## config.mk

```make
export PLATFORM = sky130hd
export DESIGN_NAME = mem_be_sdp_init
export DESIGN_NICKNAME = d
export VERILOG_FILES = /design/src/rtl/mem_be_sdp_init.sv
export SDC_FILE = /design/constraint.sdc
export NUM_CORES = 1
export LEC_CHECK = 0
export CAP_MARGIN = 15
export CORE_AREA = 4 4 206 188
export DETAILED_ROUTE_END_ITERATION = 8
export DIE_AREA = 0 0 210 192
export GPL_TIMING_DRIVEN = 1
export PLACE_DENSITY = 0.78
export SLEW_MARGIN = 30
export SYNTH_ARGS = -nofsm -noshare
export SYNTH_HDL_FRONTEND = slang
export SYNTH_SLANG_ARGS = --single-unit
```

## constraint.sdc

```tcl
create_clock -name clk -period 2.8 [get_ports clk]
set_input_delay 0.56 -clock clk [delete_from_list [all_inputs] [get_ports clk]]
set_output_delay 0.56 -clock clk [all_outputs]
set_load 0.005 [all_outputs]
```

## src/rtl/mem_be_sdp_init.sv

```systemverilog
// Simple-dual-port RAM with byte-lane write enables, 1- or 2-cycle read latency,
// optional same-cycle write forwarding, range-checked addressing and a zeroing init sweep.
module mem_be_sdp_init #(
  parameter int unsigned DATA_W = 32,
  parameter int unsigned BYTE_W = 8,
  parameter int unsigned DEPTH  = 16,
  parameter int unsigned ADDR_W = 8,
  parameter int unsigned RD_LAT = 1,
  parameter bit          WR_FWD = 1'b1
) (
  input  logic                       clk,
  input  logic                       rst_n,
  input  logic                       IN_clear,
  output logic                       OUT_ready,
  input  logic                       IN_we,
  input  logic [ADDR_W-1:0]          IN_waddr,
  input  logic [DATA_W-1:0]          IN_wdata,
  input  logic [DATA_W/BYTE_W-1:0]   IN_wmask,
  input  logic                       IN_re,
  input  logic [ADDR_W-1:0]          IN_raddr,
  output logic                       OUT_rvalid,
  output logic [DATA_W-1:0]          OUT_rdata
);

  localparam int unsigned NB   = DATA_W / BYTE_W;
  localparam int unsigned IdxW = (DEPTH > 1) ? $clog2(DEPTH) : 1;

  localparam logic [IdxW-1:0]   CntLast = IdxW'(DEPTH - 1);
  // One extra bit so DEPTH == 2**ADDR_W still compares correctly.
  localparam logic [ADDR_W:0]   DepthA  = (ADDR_W + 1)'(DEPTH);

  typedef enum logic {StInit, StRun} state_e;

  state_e          state_q, state_d;
  logic [IdxW-1:0] cnt_q, cnt_d;

  logic [DATA_W-1:0] mem_q [DEPTH];

  logic              run;
  logic              wr_in_range, rd_in_range;
  logic              mem_we;
  logic [IdxW-1:0]   mem_idx;
  logic [DATA_W-1:0] mem_wdata;
  logic [NB-1:0]     mem_be;
  logic [DATA_W-1:0] rd_data;
  logic              rd_take;

  logic              v1_q, v1_d;
  logic [DATA_W-1:0] d1_q, d1_d;

  assign run         = (state_q == StRun);
  assign OUT_ready   = run;
  assign wr_in_range = ({1'b0, IN_waddr} < DepthA);
  assign rd_in_range = ({1'b0, IN_raddr} < DepthA);
  assign rd_take     = run && IN_re;

  always_comb begin
    state_d = state_q;
    cnt_d   = cnt_q;
    case (state_q)
      StInit: begin
        if (cnt_q == CntLast) begin
          state_d = StRun;
          cnt_d   = '0;
        end else begin
          cnt_d = cnt_q + 1'b1;
        end
      end
      StRun: begin
        if (IN_clear) begin
          state_d = StInit;
          cnt_d   = '0;
        end
      end
      default: begin
        state_d = StInit;
        cnt_d   = '0;
      end
    endcase
  end

  always_ff @(posedge clk or negedge rst_n) begin
    if (!rst_n) begin
      state_q <= StInit;
      cnt_q   <= '0;
    end else begin
      state_q <= state_d;
      cnt_q   <= cnt_d;
    end
  end

  // The init sweep owns the write port; user writes are ignored until RUN.
  always_comb begin
    mem_we    = 1'b0;
    mem_idx   = cnt_q;
    mem_wdata = '0;
    mem_be    = '0;
    if (!run) begin
      mem_we = 1'b1;
      mem_be = '1;
    end else if (IN_we && wr_in_range) begin
      mem_we    = 1'b1;
      mem_idx   = IN_waddr[IdxW-1:0];
      mem_wdata = IN_wdata;
      mem_be    = IN_wmask;
    end
  end

  always_ff @(posedge clk) begin
    if (mem_we) begin
      for (int unsigned i = 0; i < NB; i++) begin
        if (mem_be[i]) begin
          mem_q[mem_idx][i*BYTE_W +: BYTE_W] <= mem_wdata[i*BYTE_W +: BYTE_W];
        end
      end
    end
  end

  always_comb begin
    rd_data = '0;
    if (rd_in_range) begin
      rd_data = mem_q[IN_raddr[IdxW-1:0]];
      if (WR_FWD && IN_we && wr_in_range && (IN_waddr == IN_raddr)) begin
        for (int unsigned i = 0; i < NB; i++) begin
          if (IN_wmask[i]) begin
            rd_data[i*BYTE_W +: BYTE_W] = IN_wdata[i*BYTE_W +: BYTE_W];
          end
        end
      end
    end
  end

  // Read data is captured at the request edge, so later writes cannot disturb it.
  always_comb begin
    v1_d = rd_take;
    d1_d = rd_take ? rd_data : d1_q;
  end

  always_ff @(posedge clk or negedge rst_n) begin
    if (!rst_n) begin
      v1_q <= 1'b0;
      d1_q <= '0;
    end else begin
      v1_q <= v1_d;
      d1_q <= d1_d;
    end
  end

  if (RD_LAT == 2) begin : g_lat2
    logic              v2_q, v2_d;
    logic [DATA_W-1:0] d2_q, d2_d;

    always_comb begin
      v2_d = v1_q;
      d2_d = v1_q ? d1_q : d2_q;
    end

    always_ff @(posedge clk or negedge rst_n) begin
      if (!rst_n) begin
        v2_q <= 1'b0;
        d2_q <= '0;
      end else begin
        v2_q <= v2_d;
        d2_q <= d2_d;
      end
    end

    assign OUT_rvalid = v2_q;
    assign OUT_rdata  = d2_q;
  end else begin : g_lat1
    assign OUT_rvalid = v1_q;
    assign OUT_rdata  = d1_q;
  end

endmodule
```

Yosys cells after proc, flatten, opt, wreduce, memory -nomap -nowiden --
Memory sizes are Yosys's and may differ from the RTL's. Cells that the tools add are included. W data, S select, Z words.
Storage, ports and cells: output and inout port bits 34, flip-flop bits (word level) 38, input port bits 57, word-level logic and storage cells 47, bits in writable memories 512, memories kept 1
Operators by class: bitwise operators 1, equal/unequal tests 3, reductions and logical operators 3, muxes and demuxes 32, order comparisons 2, add/sub/neg operators 1
Memory list:
- mem_q | words 16, width 32, rd ports 1, clocked after Yosys merged registers in 0, wr ports 1, RTL line 37 | logic [DATA_W-1:0] mem_q [DEPTH];
Operator list (count):
- $mux W32 | 4
- $mux W8 | 4
- $mux W4 | 6
- $lt A8 B5 Y1 const B | 2
- $mux W1 | 16
- $eq A8 B8 Y1 | 1
- $pmux W4 S2 | 1
- $add A4 B1 Y4 const B | 1
- $eq A4 B4 Y1 const B | 1
- $logic_and A1 B1 Y1 | 3
- $ne A2 B2 Y1 const B | 1
- $pmux W1 S2 | 1
- $not A1 Y1 | 1

Longest topological paths before layout --
Gate-level depths: netlist (run 1).
depth in word-level cells 7, depth in mapped cells 8

Worst setup path before layout (run 1) --
OpenSTA, ideal clock, no wires.
path kind input to register, start input IN_waddr[7], end memory mem_q[4][0] (enable), cell stages on the path 7, required time 2.417 ns, path buffers 3, slack 0.102 ns, arrival time 2.315 ns, library setup time 0.383 ns, cell sequence nor4_1 and3_1 buf_4 buf_4 a21oi_1 buf_2 nor3_1
On the way: word-level cells in the longest chain between the ends 7, elaborated cells on any way between the ends 11
Ends and longest elaborated chain:
- start, declared | RTL line 16 | input logic [ADDR_W-1:0] IN_waddr,
- $lt A8 B5 Y1 * | RTL line 53 | assign wr_in_range = ({1'b0, IN_waddr} < DepthA);
- $logic_and A1 B1 Y1 * | RTL line 101 | end else if (IN_we && wr_in_range) begin
- $mux W4 | RTL line 101
- $mux W4 | RTL line 98 | if (!run) begin
- $mux W1 | RTL line 112 | if (mem_be[i]) begin
- $mux W1 | RTL line 110 | if (mem_we) begin
- $mux W1 (implied by the code) | RTL line 113 | mem_q[mem_idx][i*BYTE_W +: BYTE_W] <= mem_wdata[i*BYTE_W +: BYTE_W];
- end, declared | RTL line 37
Every way passes the cells marked *; elsewhere a longest branch is shown, timed or not.

Worst setup path in the final report (run 1) --
start input IN_waddr[7], end memory mem_q[10][18] (enable)
Same word-level chain as after synthesis.

==> results of run 1 <==
## worst max-delay path: cells and delay by family
| kind | cells | cell delay [ns] |
|---|---|---|
| buffers and inverters | 5 | 1.27 |
| and+or+nand+nor | 3 | 0.97 |
| AOI/OAI and AO/OA | 1 | 0.16 |
## repair_timing
item                                    4_1_cts  5_1_grt
hold endpoints to repair                     17        0
gates cloned                                  0        0
hold buffers                                  1        0
endpoints found under the setup margin      138      176
gates resized for setup                       2       12
pin swaps                                     0        0
## power by group
| part | total, W | internal [W] | switching (W) |
|---|---|---|---|
| combinational | 0.00377 | 0.00162 | 0.00215 |
| clock | 0.00694 | 0.00400 | 0.00294 |
| sequential | 0.0108 | 0.0104 | 0.000394 |
| total | 0.0215 | 0.0160 | 0.00548 |
## cell usage after synthesis, drive strengths merged
library cell	count
dfrtp	38
a21oi	12
a221o	28
and3	1
nand2	47
mux4	128
or4	4
o21ai	3
nand3	5
a31oi	6
and2	63
inv	10
nor3	55
buf	40
edfxtp	512
xor2	8
a22oi	64
o21a	4
a22o	1
nor3b	3
ha	1
nor4b	1
nor4	4
nor2b	2
o211ai	4
o2bb2ai	1
o31a	1
clkbuf	27
nand2b	1
nor2	21
o22ai	1
## logic make-up after synthesis
family,after synthesis
adders and majority gates,1
AOI/OAI and AO/OA,125
muxes,128
DFF,550
buffers and inverters,77
xor gates and xnor gates,8
and+or+nand+nor,207
## through the flow
stage               utilization [%]  instance area, sq um  hold WS, ns  total power [W]  TNS, ns
floorplan                         -                 21800        0.264           0.0127        0
global placement               67.4                 24700        0.531           0.0144  -368.42
detailed placement             67.5                 24800        0.526           0.0146  -326.36
CTS                            72.1                 26500        0.489           0.0215        0
global route                   72.2                 26500        0.535           0.0223  -0.0761
finish                         72.2                 26500        0.496           0.0215        0
## metal layers
metal | global-route usage (%) | vias to the layer above | part of all wire, %
met5 | 0 | - | 0
met4 | 8.81 | 0 | 3.0
met3 | 5.39 | 120 | 9.6
met2 | 44.4 | 685 | 50
met1 | 37.3 | 6249 | 37
li1 | - | 5060 | -
## worst paths after layout
check	depth (start not counted)	from	slack, ns	to
hold / removal	2	rst_n	0.50	OUT_rdata[26]
setup / recovery	9	IN_waddr[7]	0.10	mem_q[10][18]
min in group clk	2	OUT_rdata[7]	0.52	OUT_rdata[7]
setup reg to reg	6	OUT_ready	0.36	OUT_rdata[13]
max in group asynchronous	3	rst_n	1.48	OUT_rdata[0]
hold reg to reg	2	OUT_rdata[7]	0.52	OUT_rdata[7]
## cell type report
cell class | count | area, sq um | share of cell area [%]
Clock buffer | 76 | 1460 | 5.52
Sequential cell | 550 | 16300 | 61.6
Antenna cell | 1 | 2.50 | 0.00944
Timing Repair Buffer | 273 | 2740 | 10.3
Tap cell | 483 | 604 | 2.28
Multi-Input combinational cell | 469 | 5140 | 19.4
Clock inverter | 21 | 213 | 0.802
Inverter | 10 | 37.5 | 0.142
## registers in the layout (all words and copies together) (netlist names)
register / count
OUT_rvalid: 1
OUT_rdata: 32
cnt_q: 4
OUT_ready: 1
mem_q: 512
==> run_results.csv, run 1 <==
group,metric,value,unit
sta,rsz0062_at_grt,"yes",
final_layout,final_cells,1883,
sta,finalSetupViolations,0,
cts,clock-root-buffer,"clkbuf_16",
setup_path,cp.required,3.07,ns
global_route,grt_pass1_wl,80.7,mm
synthesis,yosysSeqAreaShare,74.9,%
cts,clk_pin_slew_worst_paths,0.06,ns
synthesis,synth.mux.area_fraction,13.2,%
synthesis,ys_ff_latch,550,
final_layout,layout-drive-gt1-share,30.0,%
drt,vias,12114,
final_layout,nFillCells,2135,
synthesis,synth_fa_ha_area_share,0.0574,%
cts,cts_buffers,52,
global_route,grtUsageTotal,27.0,%
drt,drt_iter0_markers,1301,
setup_path,crit_arrival,2.97,ns
worst_hold_path,hold_path_class,"input pin to asynchronous set/reset pin",
power_and_ir_drop,power_density,811,mW/mm^2
sta,worst_pin_slew,0.813,ns
global_route,grt_pass1_vias,12843,
placed_design,place_congestion,0.811,
power_and_ir_drop,ir_worst_vdd,539,uV
placed_design,place_inst,1784,
sta,finalCritPeriodShare,96.4,%
placed_design,port_buffers,90,
setup_path,worstPathCellList,"clkdlybuf4s50_1 -> nor4_2 -> buf_4 -> and3_2 -> buf_6 -> a31oi_2 -> buf_12 -> nor3_1 -> buf_4",
synthesis,synth_cell_type_count,38,
sta,slew_headroom,45.6,%
global_route,grt_overflow_total,0,
synthesis,synth_xor_area_share,0.322,%
setup_path,endpoint_kind,"flip-flop",
sta,final.min_clock_period,2.70,ns
setup_path,cp-start-kind,"input pin",
flow_run,maxCapViolCount,0,
sta,fin_ws,0.101,ns
die,fp.coreArea,0.0367,sq mm
synthesis,syn_nets,1154,
cts,clock-sinks,550,
drt,final_antenna_net_count,0,
synthesis,post_synth.cell_area_avg,19.9,sq um
die,die_area,0.0403,sq mm
cts,cts_tree,"built",
cts,clk_path_buf_depth,3,
die,io_pins,91,
sta,finalHoldViolCount,0,
cts,postCtsSetupBuffers,0,
setup_path,slowest_stage,"clkdlybuf4s50_1",
global_route,antenna_found_initial,0,
synthesis,synth_warnings,0,
global_route,grt_max_degree,65,
sta,slew_violations,0,
final_layout,final_cell_mix,"512 x edfxtp_1, 146 x buf_4, 128 x mux4_2, 87 x clkdlybuf4s50_1, 64 x a22oi_1",
final_layout,fin_nets,1414,
synthesis,synth_top_family_by_area,"multiplexers",
synthesis,synth_area,0.0218,sq mm
die,rows,67,
setup_path,cp_common_cell,"buf_4",
outcome,outcome,"finished, final reports clean",
synthesis,synthSimpleGateAreaFrac,5.03,%
cts,htree_levels,2,
drt,post_drt_wl_per_cell,28.3,um
cts,clkLatencyLatePin,0.57,ns
synthesis,synthTopCellsByArea,"edfxtp_1 71%, mux4_2 13%, dfrtp_1 4.4%",
synthesis,syn_inst,1096,
setup_path,path_class,"input pin to flip-flop",
sta,skew,0.0147,ns
drt,first_pass_iters,5,
synthesis,synth_area_leader_cell,"edfxtp_1",
power_and_ir_drop,leakagePower,9.19,nW
drt,via_per_inst,6.43,
drt,wl,53.3,mm
setup_path,max_stage_delay,0.44,ns
final_layout,syn_to_final_growth,21.7,%
final_layout,final_common_cell,"edfxtp_1",
die,initial_utilization,59.3,%
die,die_w,210,um
setup_path,critPathMaxFanout,18,
sta,fmax,371,MHz
placed_design,dp_hpwl,33.6,mm
synthesis,synth_compound_area_share,4.65,%
die,die_h,192,um
placed_design,dpl_worst_slack,-0.693,ns
drt,drc,0,
synthesis,synth_top_area_share,70.6,%
Power figures use the tool's default switching activity.
==> run 2, diff against run 1 <==
--- a/config.mk
+++ b/config.mk
@@ -6,9 +6,9 @@
 export NUM_CORES = 1
 export LEC_CHECK = 0
 export CAP_MARGIN = 15
-export CORE_AREA = 4 4 206 188
+export CORE_AREA = 2 2 204 186
 export DETAILED_ROUTE_END_ITERATION = 8
-export DIE_AREA = 0 0 210 192
+export DIE_AREA = 0 0 206 188
 export GPL_TIMING_DRIVEN = 1
 export PLACE_DENSITY = 0.78
 export SLEW_MARGIN = 30
==> run 2 against run 1 <==
Compared with the run above: sequential share of layout area about the same; core utilization about the same; combinational power about the same; worst hold slack improved by 0.016 ns; critical endpoint is now mem_q[0][25]; largest power group unchanged; highest routed layer is now met5.
==> run_results.csv, run 2 (synthesis gave the netlist of run 1 again) <==
group,metric,value,unit
setup_path,reg2reg_depth,7,
sta,worst_pin_slew,0.798,ns
global_route,antenna_found_initial,1,
drt,post_drt_wl_per_cell,28.1,um
sta,fin_ws,0.120,ns
outcome,outcome,"finished, final reports clean",
drt,drt_iter0_markers,1377,
power_and_ir_drop,power_density,814,mW/mm^2
power_and_ir_drop,sw_frac_of_total,25.3,%
setup_path,r2r-start,"OUT_ready",
sta,finalHoldViolCount,0,
cts,clock-sinks,550,
cts,clkLatencyLatePin,0.58,ns
sta,slew_violations,0,
placed_design,dp_hpwl,33.7,mm
final_layout,final_cell_mix,"512 x edfxtp_1, 146 x buf_4, 128 x mux4_2, 87 x clkdlybuf4s50_1, 64 x a22oi_1",
cts,cts_tree,"built",
setup_path,crit_arrival,2.90,ns
cts,clk_pin_slew_worst_paths,0.06,ns
sta,whs,0.511,ns
sta,final.min_clock_period,2.68,ns
global_route,grt_pass1_vias,12427,
global_route,grt_max_degree,41,
die,fp.coreArea,0.0367,sq mm
setup_path,path_class,"input pin to flip-flop",
final_layout,layout-drive-gt1-share,29.9,%
sta,finalCritPeriodShare,95.7,%
drt,final_antenna_net_count,0,
power_and_ir_drop,power,0.0216,W
setup_path,reg2reg_slack,0.61,ns
global_route,grt_overflow_total,0,
placed_design,place_congestion,0.872,
sta,rsz0062_at_grt,"no",
cts,htree_levels,2,
die,die_w,206,um
placed_design,port_buffers,90,
die,io_pins,91,
drt,via_per_inst,6.44,
worst_hold_path,hold_path_class,"input pin to asynchronous set/reset pin",
sta,fmax,373,MHz
cts,cts_buffers,52,
setup_path,worstPathCellList,"clkdlybuf4s50_1 -> nor4_2 -> buf_4 -> and3_2 -> buf_12 -> a31oi_2 -> buf_12 -> nor3_2",
sta,fin_tns_setup,0,ns
die,die_h,188,um
global_route,grtUsageTotal,28.2,%
setup_path,cp-start-kind,"input pin",
die,die_area,0.0387,sq mm
cts,clock-root-buffer,"clkbuf_16",
setup_path,cp.required,3.02,ns
setup_path,max_stage_delay,0.60,ns
drt,vias,12083,
die,rows,67,
cts,clk_path_buf_depth,3,
die,initial_utilization,59.3,%
flow_run,maxCapViolCount,0,
power_and_ir_drop,leakagePower,9.17,nW
power_and_ir_drop,clockPowerShare,32.4,%
sta,skew,0.0299,ns
drt,first_pass_iters,5,
cts,postCtsSetupBuffers,0,
final_layout,fin_nets,1410,
setup_path,r2r-end,"mem_q[1][26]",
placed_design,dpl_worst_slack,-0.838,ns
setup_path,critPathMaxFanout,16,
final_layout,syn_to_final_growth,21.7,%
power_and_ir_drop,power.switching,0.00547,W
drt,drc,0,
final_layout,largest_reg_flops,512,
final_layout,final_common_cell,"edfxtp_1",
power_and_ir_drop,p_comb_share,17.5,%
power_and_ir_drop,seq_power_share,50.0,%
power_and_ir_drop,p_int,0.0161,W
final_layout,n_antenna_cell,0,
global_route,grt_pass1_wl,78.6,mm
sta,slew_headroom,46.5,%
final_layout,top_register,"mem_q",
drt,wl,52.7,mm
setup_path,cp_common_cell,"buf_12",
sta,finalSetupViolations,0,
setup_path,slowest_stage,"nor3_2",
power_and_ir_drop,ir_worst_vdd,602,uV
setup_path,endpoint_kind,"flip-flop",
==> run 2: cell count changes in the layout (fill, tap and decap cells not counted), moves of 2 or more <==
cell / previous run / this run
nor3_1: 49 / 40
clkinvlp_4: 0 / 4
buf_12: 35 / 33
nor3_4: 0 / 3
nor2_1: 9 / 19
nor3_2: 6 / 12
clkinv_2: 11 / 6
clkbuf_1: 18 / 10
clkinv_1: 3 / 9
nor2_2: 12 / 1
==> run 2: area by class of cell <==
class / instances / area, sq um
fill: 2115 / 10200
clock inverter: 26 / 262
tap: 483 / 604
clock buffer: 69 / 1450
multi-input combinational: 469 / 5190
inverter: 10 / 37.5
sequential: 550 / 16300
timing repair buffer: 269 / 2660
==> run 2: timing repair <==
action	CTS	global route
endpoints found under the hold margin	14	0
hold buffers	1	0
resized for setup	3	7
gates cloned	0	0
setup endpoints to repair	110	37
==> run 2: critical path: cells and delay by family <==
family	cells	cell delay, ns
compound gates	1	0.15
simple gates	3	1.22
buf+inv	4	0.96
==> run 2: power groups by stage <==
stage / Combinational [W] / Clock (W) / Sequential, W
after floorplan: 0.00188 / 0 / 0.0108
after global placement: 0.00355 / 0 / 0.0109
after detailed placement: 0.00368 / 0 / 0.0109
after CTS: 0.00373 / 0.00708 / 0.0108
after global routing: 0.00401 / 0.00739 / 0.0109
final: 0.00379 / 0.00700 / 0.0108
==> run 2: through the flow <==
stage | instance area (sq um) | util, % | std cells
2_1_floorplan | 21800 | - | 1096
3_3_place_gp | 24700 | 67.3 | 1780
3_5_place_dp | 24700 | 67.4 | 1780
4_1_cts | 26500 | 72.1 | 1876
5_1_grt | 26500 | 72.2 | 1876
6_report | 26500 | 72.2 | 1876
==> run 2: layer usage <==
metal / up-vias / routed length, um / GRT usage (%) / share of wire, %
met2: 733 / 25800 / 44.3 / 49
met1: 6169 / 19500 / 39.3 / 37
li1: 5050 / - / - / -
met4: 2 / 1760 / 10.7 / 3.3
met5: - / 12 / 0 / 0.023
met3: 129 / 5650 / 6.36 / 11
==> run 2: how the worst max path moves through the flow <==
stage                startpoint            end  slack [ns]  cells past startpoint
global route        IN_waddr[7]   mem_q[0][28]        0.04                      8
CTS                 IN_waddr[7]  mem_q[11][25]        0.04                      9
detailed placement  IN_waddr[6]    mem_q[3][6]       -0.84                      7
finish              IN_waddr[7]   mem_q[0][25]        0.12                      8
floorplan           IN_waddr[7]    mem_q[4][0]        0.10                      7
global placement    IN_waddr[7]   mem_q[2][28]       -1.08                      9
==> run 3, diff against run 2 <==
--- a/config.mk
+++ b/config.mk
@@ -11,6 +11,7 @@
 export DIE_AREA = 0 0 206 188
 export GPL_TIMING_DRIVEN = 1
 export PLACE_DENSITY = 0.78
+export REMOVE_ABC_BUFFERS = 1
 export SLEW_MARGIN = 30
 export SYNTH_ARGS = -nofsm -noshare
 export SYNTH_HDL_FRONTEND = slang
==> run 3 against run 2 <==
Compared with the run above: maximum frequency is 2.3% lower; combinational power is 3% lower; count of clock-buffer cells in the layout is 6 higher; cell area decreased by 0.16%; critical path type unchanged; largest cell class unchanged.
==> run_results.csv, run 3 (synthesis gave the netlist of run 1 again) <==
group,metric,value,unit
drt,vias,11829,
global_route,grt_overflow_total,0,
die,fp.coreArea,0.0367,sq mm
setup_path,path_buf_inv,5,
placed_design,port_buffers,90,
final_layout,top_register,"mem_q",
sta,whs,0.113,ns
cts,clock-sinks,550,
sta,fin_tns_setup,0,ns
placed_design,dp_hpwl,31.7,mm
final_layout,n_antenna_cell,0,
setup_path,path_class,"input pin to flip-flop",
final_layout,final_cells,1879,
global_route,grt_pass1_wl,75.8,mm
final_layout,area.sequential,0.0163,sq mm
cts,clk_pin_slew_worst_paths,0.06,ns
sta,finalCritPeriodShare,98.0,%
final_layout,syn_to_final_growth,21.5,%
die,rows,67,
sta,worst_pin_slew,0.904,ns
die,initial_utilization,59.3,%
final_layout,final_util,72.1,%
final_layout,largest_reg_flops,512,
outcome,outcome,"finished, final reports clean",
sta,fmax,364,MHz
setup_path,path_delay_family,"buffers and inverters",
setup_path,cp.depth,9,
sta,slew_headroom,39.8,%
cts,htree_levels,2,
power_and_ir_drop,ir_worst_vdd,452,uV
global_route,grt_max_degree,50,
sta,finalHoldViolCount,0,
final_layout,fin_nets,1411,
global_route,grtUsageTotal,26.7,%
setup_path,crit_arrival,3.01,ns
setup_path,reg2reg_depth,6,
worst_hold_path,hold_path_class,"input pin to asynchronous set/reset pin",
flow_run,maxCapViolCount,0,
final_layout,final_common_cell,"edfxtp_1",
power_and_ir_drop,power,0.0215,W
global_route,antenna_found_initial,0,
placed_design,place_congestion,0.855,
drt,drt_iter0_markers,1253,
power_and_ir_drop,power_density,813,mW/mm^2
drt,first_pass_iters,5,
drt,final_antenna_net_count,0,
setup_path,critPathMaxFanout,16,
sta,rsz0062_at_grt,"no",
power_and_ir_drop,leakagePower,9.16,nW
drt,drc,0,
final_layout,layout-drive-gt1-share,28.7,%
cts,holdBufCountCts,0,
drt,wl,50.2,mm
sta,skew,0.0181,ns
cts,cts_buffers,54,
die,die_w,206,um
cts,clkLatencyLatePin,0.58,ns
cts,clk_path_buf_depth,3,
final_layout,final_cell_mix,"512 x edfxtp_1, 143 x buf_4, 128 x mux4_2, 87 x clkdlybuf4s50_1, 64 x a22oi_1",
final_layout,nFillCells,2121,
die,die_area,0.0387,sq mm
setup_path,cp.required,3.07,ns
die,io_pins,91,
setup_path,slowest_stage,"clkdlybuf4s50_1",
setup_path,worstPathCellList,"clkdlybuf4s50_1 -> nor4_2 -> buf_4 -> and3_2 -> buf_4 -> buf_4 -> a31oi_4 -> nor3_1 -> buf_4",
drt,post_drt_wl_per_cell,26.7,um
cts,cts_tree,"built",
final_layout,multi_input_area,0.00510,sq mm
setup_path,max_stage_delay,0.44,ns
die,die_h,188,um
sta,finalSetupViolations,0,
setup_path,cp_common_cell,"buf_4",
sta,slew_violations,0,
drt,via_per_inst,6.30,
placed_design,place_inst,1780,
setup_path,cp-start-kind,"input pin",
cts,clock-root-buffer,"clkbuf_16",
global_route,grt_pass1_vias,12522,
sta,final.min_clock_period,2.74,ns
setup_path,endpoint_kind,"flip-flop",
[run 3: changes by cell type in the layout (fill, tap and decap cells not counted), sizes merged]
| cell | change |
|---|---|
| clkinv | +1 |
| inv | -1 |
| bufinv | +1 |
| clkbuf | +6 |
| dlygate4sd3 | -1 |
| clkinvlp | -3 |
[run 3: timing repair]
| action | in CTS | in global routing |
|---|---|---|
| setup buffers | 0 | 0 |
| setup endpoints to repair | 3 | 64 |
| gates resized for setup | 1 | 4 |
[run 3: layout make-up]
type | instances | share of cell area [%]
clock buffer | 75 | 5.52
tap | 483 | 2.28
timing repair buffer | 268 | 10.1
multi-input combinational | 469 | 19.3
clock inverter | 24 | 1.01
sequential | 550 | 61.6
inverter | 10 | 0.142
[run 3: worst paths after layout]
kind	start	end	slack [ns]
worst min register to register	OUT_rdata[7]	OUT_rdata[7]	0.51
max in group asynchronous	rst_n	OUT_rdata[16]	2.23
worst min-delay path	rst_n	OUT_rdata[27]	0.11
worst max register to register	OUT_ready	mem_q[9][27]	0.32
min in group clk	OUT_rdata[7]	OUT_rdata[7]	0.51
worst max-delay path	IN_waddr[7]	mem_q[6][6]	0.06
[run 3: metal layers]
| metal | track usage, % | vias to the layer above | routed length, um |
|---|---|---|---|
| li1 | - | 5054 | - |
| met1 | 36.8 | 6172 | 19600 |
| met2 | 44.7 | 514 | 25200 |
| met3 | 4.76 | 89 | 4190 |
| met4 | 6.84 | 0 | 1200 |
| met5 | 0 | - | 0 |
[run 3: worst reg2reg max path, stage by stage (launching register included)]
cell and delay (ns):
dfrtp_1 0.49, and3_2 0.27, buf_4 0.18, nor3b_1 0.25, a31oi_2 0.11, buf_4 0.20, nor2_1 0.61
[run 3: per-stage QoR]
step	area, sq um	setup slack [ns]
after floorplan	21400	-0.516
after global placement	24700	-0.489
after detailed placement	24700	-0.558
after CTS	26500	0.0452
after global routing	26500	0.0290
final	26500	0.0558
[run 3: power by group]
part	switching, W	internal, W
Clock	0.00291	0.00418
Combinational	0.00206	0.00160
Sequential	0.000394	0.0104
